$ cat src/rtl/fma_wb.sv
// Writeback buffer and sticky exception accrual behind the two-cycle fmas pipe.
// Latency: issue to wb_valid is 3 cycles minimum; one op per cycle sustained.
// Backpressure: credit-gated issue_ready covers FIFO entries plus in-flight ops.
module fma_wb #(
    parameter int DEPTH = 4,
    parameter int TAG_W = 5
) (
    input  logic             clk,
    input  logic             reset,
    input  logic             issue_valid,
    input  logic [TAG_W-1:0] issue_tag,
    output logic             issue_ready,
    input  logic [31:0]      fmas_rslt,
    input  logic [4:0]       fmas_flag,
    output logic             wb_valid,
    input  logic             wb_ready,
    output logic [TAG_W-1:0] wb_tag,
    output logic [31:0]      wb_data,
    output logic [4:0]       wb_flag,
    input  logic             fflags_clr,
    output logic [4:0]       fflags,
    output logic             ovf_err
);

    localparam int AW = $clog2(DEPTH);

    typedef struct packed {
        logic [TAG_W-1:0] tag;
        logic [31:0]      data;
        logic [4:0]       flag;
    } wb_ent_t;

    logic             a_vld, b_vld;
    logic [TAG_W-1:0] a_tag, b_tag;

    wb_ent_t          mem [DEPTH];
    wb_ent_t          head;
    logic [AW-1:0]    wr_ptr, rd_ptr;
    logic [AW:0]      count;

    logic             push, pop, full;
    logic [AW+1:0]    credit_sum;

    assign push     = b_vld;
    assign wb_valid = (count != '0);
    assign pop      = wb_valid & wb_ready;
    assign full     = (count == (AW+1)'(DEPTH));

    // Everything already committed (buffered or still in the fmas pipe) minus the slot freed now.
    assign credit_sum  = {1'b0, count} + (AW+2)'(a_vld) + (AW+2)'(b_vld) - (AW+2)'(pop);
    assign issue_ready = (credit_sum < (AW+2)'(DEPTH));

    assign head    = mem[rd_ptr];
    assign wb_tag  = head.tag;
    assign wb_data = head.data;
    assign wb_flag = head.flag;

    always_ff @(posedge clk) begin
        a_tag <= issue_tag;
        b_tag <= a_tag;
        if (push) begin
            mem[wr_ptr] <= '{tag: b_tag, data: fmas_rslt, flag: fmas_flag};
        end
    end

    always_ff @(posedge clk) begin
        if (reset) begin
            a_vld   <= 1'b0;
            b_vld   <= 1'b0;
            wr_ptr  <= '0;
            rd_ptr  <= '0;
            count   <= '0;
            fflags  <= '0;
            ovf_err <= 1'b0;
        end else begin
            a_vld <= issue_valid;
            b_vld <= a_vld;

            if (push) begin
                wr_ptr <= wr_ptr + 1'b1;
            end
            // A push into a full buffer without a pop drops the oldest entry so pointers stay aligned.
            if (pop || (push && full)) begin
                rd_ptr <= rd_ptr + 1'b1;
            end

            if (push && !pop && !full) begin
                count <= count + 1'b1;
            end else if (pop && !push) begin
                count <= count - 1'b1;
            end

            fflags <= (fflags_clr ? 5'b0 : fflags) | (pop ? wb_flag : 5'b0);

            if (issue_valid && !issue_ready) begin
                ovf_err <= 1'b1;
            end
        end
    end

endmodule

$ cat config.mk
export PLATFORM = sky130hd
export DESIGN_NAME = fma_wb
export DESIGN_NICKNAME = d
export VERILOG_FILES = /design/src/rtl/fma_wb.sv
export SDC_FILE = /design/constraint.sdc
export NUM_CORES = 1
export LEC_CHECK = 0
export ABC_CLOCK_PERIOD_IN_PS = 5300
export CORE_MARGIN = 2
export CORE_UTILIZATION = 45
export DETAILED_ROUTE_END_ITERATION = 7
export GPL_TIMING_DRIVEN = 0
export PLACE_DENSITY = 0.76
export SYNTH_ARGS = -nofsm -noshare
export SYNTH_HDL_FRONTEND = slang
export SYNTH_SLANG_ARGS = --single-unit
$ cat constraint.sdc
create_clock -name clk -period 5.3 [get_ports clk]
set_input_delay 0.53 -clock clk [delete_from_list [all_inputs] [get_ports clk]]
set_output_delay 0.53 -clock clk [all_outputs]
set_load 0.02 [all_outputs]
== After elaboration in Yosys (flattened, before gate mapping) ==
Memory sizes are Yosys's and may differ from the RTL's. A register that Yosys moved wholly into a read port is not among the register bits.
Index checks and enable logic that the tools add are counted.
Storage, ports and cells
  register bits: 25
  output and inout bits: 50
  bits in latches: 0
  logic and storage cells: 41
  input bits: 47
  ROM bits: 0
  RAM bits: 168
  memories: 1
Memory list
  mem: depth 4, width 42, read ports 1, clocked after Yosys merged registers in 1, write ports 1, RTL line 36  | wb_ent_t mem [DEPTH];
Operators by class
  reduce and logical (&&, ||, !) cells: 12
  div/mod/pow operators: 0
  bitwise operators: 2
  add/subtract/negate cells: 7
  mux-type cells: 8
  shift-type cells: 0
  $mul: 0
  magnitude comparators: 1
  eq/ne operators: 1
Operator list (count)
  $mux 5: 2
  $mux 3: 2
  $logic_and 1x1->1: 5
  $or 5x5->5: 1
  $add 2x1->2 const B: 2
  $add 3x1->4: 1
  $add 4x1->4: 1
  $logic_not 1->1: 4
  $lt 4x3->1 const B: 1
  $mux 2: 2
  $sub 4x1->4: 1
  $add 3x1->3 const B: 1
  $eq 3x3->1 const B: 1
  $reduce_bool 3->1: 1
  $sub 3x1->3 const B: 1
  $mux 1: 2
  $reduce_bool 2->1: 1
  $and 1x1->1: 1
  $logic_or 1x1->1: 1

== Depth between registers and ports, before layout ==
  depth after elaboration: 6
  depth in mapped cells: 8

== Least setup slack after synthesis ==
OpenSTA, ideal clock, no wires.
  path kind: reg-to-output
  start point: register count[0]
  end point: output port issue_ready
  stages on the path, launching flop included: 9
  path slack: 2.714 ns
  required time: 4.770 ns
  data arrival time: 2.056 ns
  cell sequence: dfxtp_1 -> o31ai_1 -> inv_1 -> ha_1 -> inv_1 -> ha_1 -> nand3_1 -> and3_1 -> or3_1
Between the ends
  cells in the longest elaborated chain, start to end: 4
  elaborated cells between the ends (all ways): 6
  classes of those cells: add/sub: 3; order compare: 1; bitwise: 1; reduce/logical: 1
RTL lines
  start, declared: RTL line 39  | logic [AW:0] count;
  start signal, assigned: RTL line 88  | count <= count + 1'b1;
  start signal, assigned: RTL line 90  | count <= count - 1'b1;
  $add 3x1->4 or $reduce_bool 3->1 (tied branches): RTL line 50, 45
  $add 4x1->4 or $and 1x1->1 (tied branches): RTL line 50, 46
  $sub 4x1->4 *: RTL line 50  | assign credit_sum = {1'b0, count} + (AW+2)'(a_vld) + (AW+2)'(b_vld) - (AW+2)'(pop);
  $lt 4x3->1 *: RTL line 51  | assign issue_ready = (credit_sum < (AW+2)'(DEPTH));
  end, declared: RTL line 12  | output logic issue_ready,
Mark *: on every way between the ends. The rest lies on a longest branch, timed or not.

== Worst setup path after layout ==
Ends and elaborated chain as after synthesis.

==> results_tabular.tex <==
\begin{tabular}{lr}
\hline
Metric & Value \\
\hline
\multicolumn{2}{l}{\textbf{Detailed routing}} \\
Wire length reported by the detailed router & 12,200 µm \\
DRC & 0 \\
Initial drt markers & 159 \\
Via count of the routed design & 3,419 \\
Detailed-routing iteration count for the pre-antenna-repair pass & 4 \\
Via density per instance & 5.11 \\
Post-route antenna net violation count & 0 \\
Routed wire length per instance & 18.3 µm \\
\multicolumn{2}{l}{\textbf{Global route}} \\
Combined global-route utilization of all metal layers & 15.4\% \\
First-pass GRT wire length & 18,900 µm \\
Number of antenna violations at the first check in global routing & 0 \\
Leftover overflow at the end of global routing & 0 \\
Maximum number of pins on one net before global-route repair & 43 \\
Via count of the first global-routing pass & 3,591 \\
\multicolumn{2}{l}{\textbf{Critical path}} \\
Cell-by-cell trace of the critical path & o31ai\_1, inv\_1, ha\_1, inv\_1, ha\_1, nand3\_1, and3\_1, or3\_1, clkdlybuf4s50\_1 \\
Arrival time of the worst setup path & roughly 3.2 ns \\
Cells on worst reg2reg path & 6 \\
Family with the most delay on the worst path & buffers and inverters \\
Worst flop-to-flop path endpoint & count[2]\$\_SDFFE\_PP0P\_ \\
Setup slack on the worst flop-to-flop path & 2.73 ns \\
Worst Path Required & 4.77 ns \\
CP Launch Type & register \\
Endpoint class of the critical path & output port \\
Number of buffer and inverter stages on the critical path & 3 \\
Worst stage delay on the critical path & between 0.5 and 0.6 ns \\
Worst setup path startpoint & count[0]\$\_SDFFE\_PP0P\_ \\
Critical path start-end classification & reg -> out \\
Slowest cell on the critical path & sky130\_fd\_sc\_hd\_\_clkdlybuf4s50\_1 \\
Peak fanout along the critical path & 10 \\
Worst R2R Start & count[0]\$\_SDFFE\_PP0P\_ \\
\multicolumn{2}{l}{\textbf{Hold path}} \\
End of the worst hold path & b\_tag[1]\$\_DFF\_P\_ \\
Hold Path Stages & 0 \\
Worst Min Path Start & a\_tag[1]\$\_DFF\_P\_ \\
Hold Path Class & reg -> reg \\
\multicolumn{2}{l}{\textbf{STA}} \\
Maximum operating frequency & 272 MHz \\
Hold Worst Slack & roughly 0.32 ns \\
Final Hold Fails & 0 \\
Transition at the pin with the smallest max-transition slack & 1.21 ns \\
Accumulated negative setup slack & 0 ns \\
Slew Limit Headroom & about a fifth \\
Final min period & 3.68 ns \\
Final worst clock skew & 0.0129 ns \\
Final setup vio count & 0 \\
Ratio of final minimum period to clock period & 69.4\% \\
RSZ-0062 raised after global routing & false \\
Final Slew Violations & 0 \\
\multicolumn{2}{l}{\textbf{Synth}} \\
Biggest area consumer among synthesized cells & sky130\_fd\_sc\_hd\_\_edfxtp\_1 \\
Post-synthesis adder-cell area fraction & under 10\% \\
Mean Syn Cell Area & 22.1 µm² \\
Post-synthesis instance area & 7170 µm² \\
Synthesized-area fraction occupied by and/or/nand/nor cells & 2.41\% \\
Combinational family with the most area after synthesis & multiplexers \\
Net count after synthesis & 382 \\
Sequential element share of the synthesized area & 77.9\% \\
Post-synth top area share & 70.3\% \\
Biggest area contributors in the synthesized netlist & sky130\_fd\_sc\_hd\_\_edfxtp\_1 (70\%), sky130\_fd\_sc\_hd\_\_mux4\_2 (13\%), sky130\_fd\_sc\_hd\_\_dfxtp\_1 (7.5\%), sky130\_fd\_sc\_hd\_\_ha\_1 (1.6\%), sky130\_fd\_sc\_hd\_\_buf\_6 (0.78\%) \\
Area fraction in compound gates after synthesis & 2.01\% \\
Number of flip-flops and latches in the synthesized netlist & 195 \\
Cells after synthesis & 325 \\
Synthesis warning total & 0 \\
Netlist cell types & 33 \\
Share of the synthesized netlist area taken by xor and xnor gates & 0.122\% \\
Share of cell area taken by muxes after synthesis & 14.0\% \\
\multicolumn{2}{l}{\textbf{Placed design}} \\
Routability-driven placement congestion ratio & roughly 0.72 \\
IO Port Bufs & between 90 and 100 \\
Placed Cells incl. Taps & 637 \\
Estimated wirelength of the detail-placed design & 7460 µm \\
Post-Place Cell Area & 8410 µm² \\
\multicolumn{2}{l}{\textbf{Clock network}} \\
Inserted Clock Buffers & 17 \\
Clock transition at the registers of the reported paths & around 0.070 ns \\
Longest Clk Path Bufs & 2 \\
Clock net sink count & 195 \\
Hold Buf Count CTS & 0 \\
Number of cells upsized or downsized after cts & 0 \\
Worst-Skew Late Latency & 0.43 ns \\
Setup bufs post-CTS & 0 \\
Clock H-tree levels & 4 \\
TritonCTS clock tree & built \\
Clock root buffer master & sky130\_fd\_sc\_hd\_\_clkbuf\_16 \\
\multicolumn{2}{l}{\textbf{Power}} \\
Pleak & 2.94 nW \\
Power density relative to cell area & 413 nW/µm² \\
Max rail drop VDD & between 0.2 and 0.25 mV \\
\multicolumn{2}{l}{\textbf{Cells and area}} \\
Ratio of cells with drive above 1 in the final layout & 19.9\% \\
Signed area change from the synthesized netlist to the final layout & 25.3\% \\
Count of placed standard cells in the final layout, fillers left out & about 670 \\
Number of nets in the final layout & 497 \\
Inserted Diodes & 0 \\
Final cell utilization of the core & 57.2\% \\
Post-route design area & 8990 µm² \\
\multicolumn{2}{l}{\textbf{Floorplanning}} \\
Die width & 130 µm \\
Core ar. & 15,700 µm² \\
Number of top-level design ports & 97 \\
Starting density of the core & 45.7\% \\
Die footprint & 17,000 µm² \\
Number of placement rows & 46 \\
Overall die height & 130 µm \\
\multicolumn{2}{l}{\textbf{Outcome}} \\
Result of the run & finished clean \\
\multicolumn{2}{l}{\textbf{Job}} \\
Max-capacitance violation count & 0 \\
\hline
\end{tabular}
flip-flops by register name, summed over array words and instances, names as in the netlist, named ones only:
signal   flops
rd_ptr       2
a_tag        5
count        3
wr_ptr       2
fflags       5
a_vld        1
mem        168
ovf_err      1
b_vld        1
b_tag        5
how the worst max path moves through the flow:
stage                     depth (start not counted)  slack (ns)           to
after detailed placement                         10        1.76  issue_ready
after global placement                           10        1.81  issue_ready
after CTS                                         9        1.59  issue_ready
final                                             9        1.62  issue_ready
after floorplan                                   8        2.71  issue_ready
after global routing                              9        1.37  issue_ready
metal layers:
metal  vias to the layer above  GRT usage (%)  share of wire, %
met3                         6           4.31               5.4
met4                         0           5.88              0.69
met2                        94           26.8                53
met1                      1761           18.4                41
li1                       1558              -                 -
met5                         -              0                 0
cells by family after synthesis:
family | Yosys count
simple gates | 30
xor+xnor | 1
flops | 195
buf+inv | 23
fa+ha+maj | 10
mux | 47
compound gates | 19
placed cells by master (no fill, tap or decap), types with 2 or more instances in the layout:
cell,count
sky130_fd_sc_hd__nor2b_1,4
sky130_fd_sc_hd__o21ai_0,2
sky130_fd_sc_hd__nor3b_1,2
sky130_fd_sc_hd__inv_1,12
sky130_fd_sc_hd__nand2b_1,3
sky130_fd_sc_hd__and3_1,2
sky130_fd_sc_hd__nor2_1,10
sky130_fd_sc_hd__a22o_1,5
sky130_fd_sc_hd__clkinv_2,2
sky130_fd_sc_hd__inv_4,2
sky130_fd_sc_hd__buf_2,5
sky130_fd_sc_hd__clkinv_4,3
sky130_fd_sc_hd__buf_6,5
sky130_fd_sc_hd__clkbuf_16,19
sky130_fd_sc_hd__ha_1,9
sky130_fd_sc_hd__clkdlybuf4s50_1,96
sky130_fd_sc_hd__o31ai_1,2
sky130_fd_sc_hd__clkbuf_1,2
sky130_fd_sc_hd__dfxtp_1,27
sky130_fd_sc_hd__and2_2,4
sky130_fd_sc_hd__edfxtp_1,168
sky130_fd_sc_hd__mux2_1,4
sky130_fd_sc_hd__clkbuf_8,3
sky130_fd_sc_hd__mux4_2,42
sky130_fd_sc_hd__or3_1,2
sky130_fd_sc_hd__a21oi_1,3
cell usage after synthesis (all sizes together):
master    n
a211oi    2
a21oi     4
a221oi    1
a22o      5
a311oi    1
and2      4
and3      2
buf      10
clkbuf    1
dfxtp    27
edfxtp  168
fa        1
ha        9
inv      12
mux2      4
mux2i     1
mux4     42
nand2b    3
nand3     1
nor2     10
nor2b     4
nor3      1
nor3b     2
o21ai     3
o31ai     2
o41ai     1
or3       2
or3b      1
xnor2     1
where the power goes:
group,leakage (nW),switching [W],total (W),internal (W)
clock network,0.291,0.000531,0.00123,0.000698
registers,1.74,0.0000299,0.00174,0.00171
logic,0.913,0.000353,0.000745,0.000393
total,2.94,0.000914,0.00371,0.00280
final cells by class:
class                           count  area (µm²)
Fill cell                        1157        6720
Clock inverter                      9        65.1
Clock buffer                       23         520
Tap cell                          216         270
Timing Repair Buffer               96         961
Sequential cell                   195        5590
Buffer                             11        85.1
Inverter                           12        45.0
Multi-Input combinational cell    107        1460
per-stage QoR:
stage                     power, W  setup slack [ns]
after global placement     0.00251              1.81
after detailed placement   0.00253              1.76
after floorplan            0.00222              2.71
after CTS                  0.00375              1.59
final                      0.00371              1.62
after global routing       0.00386              1.37
Note: power is estimated with default switching activity, not from simulation.
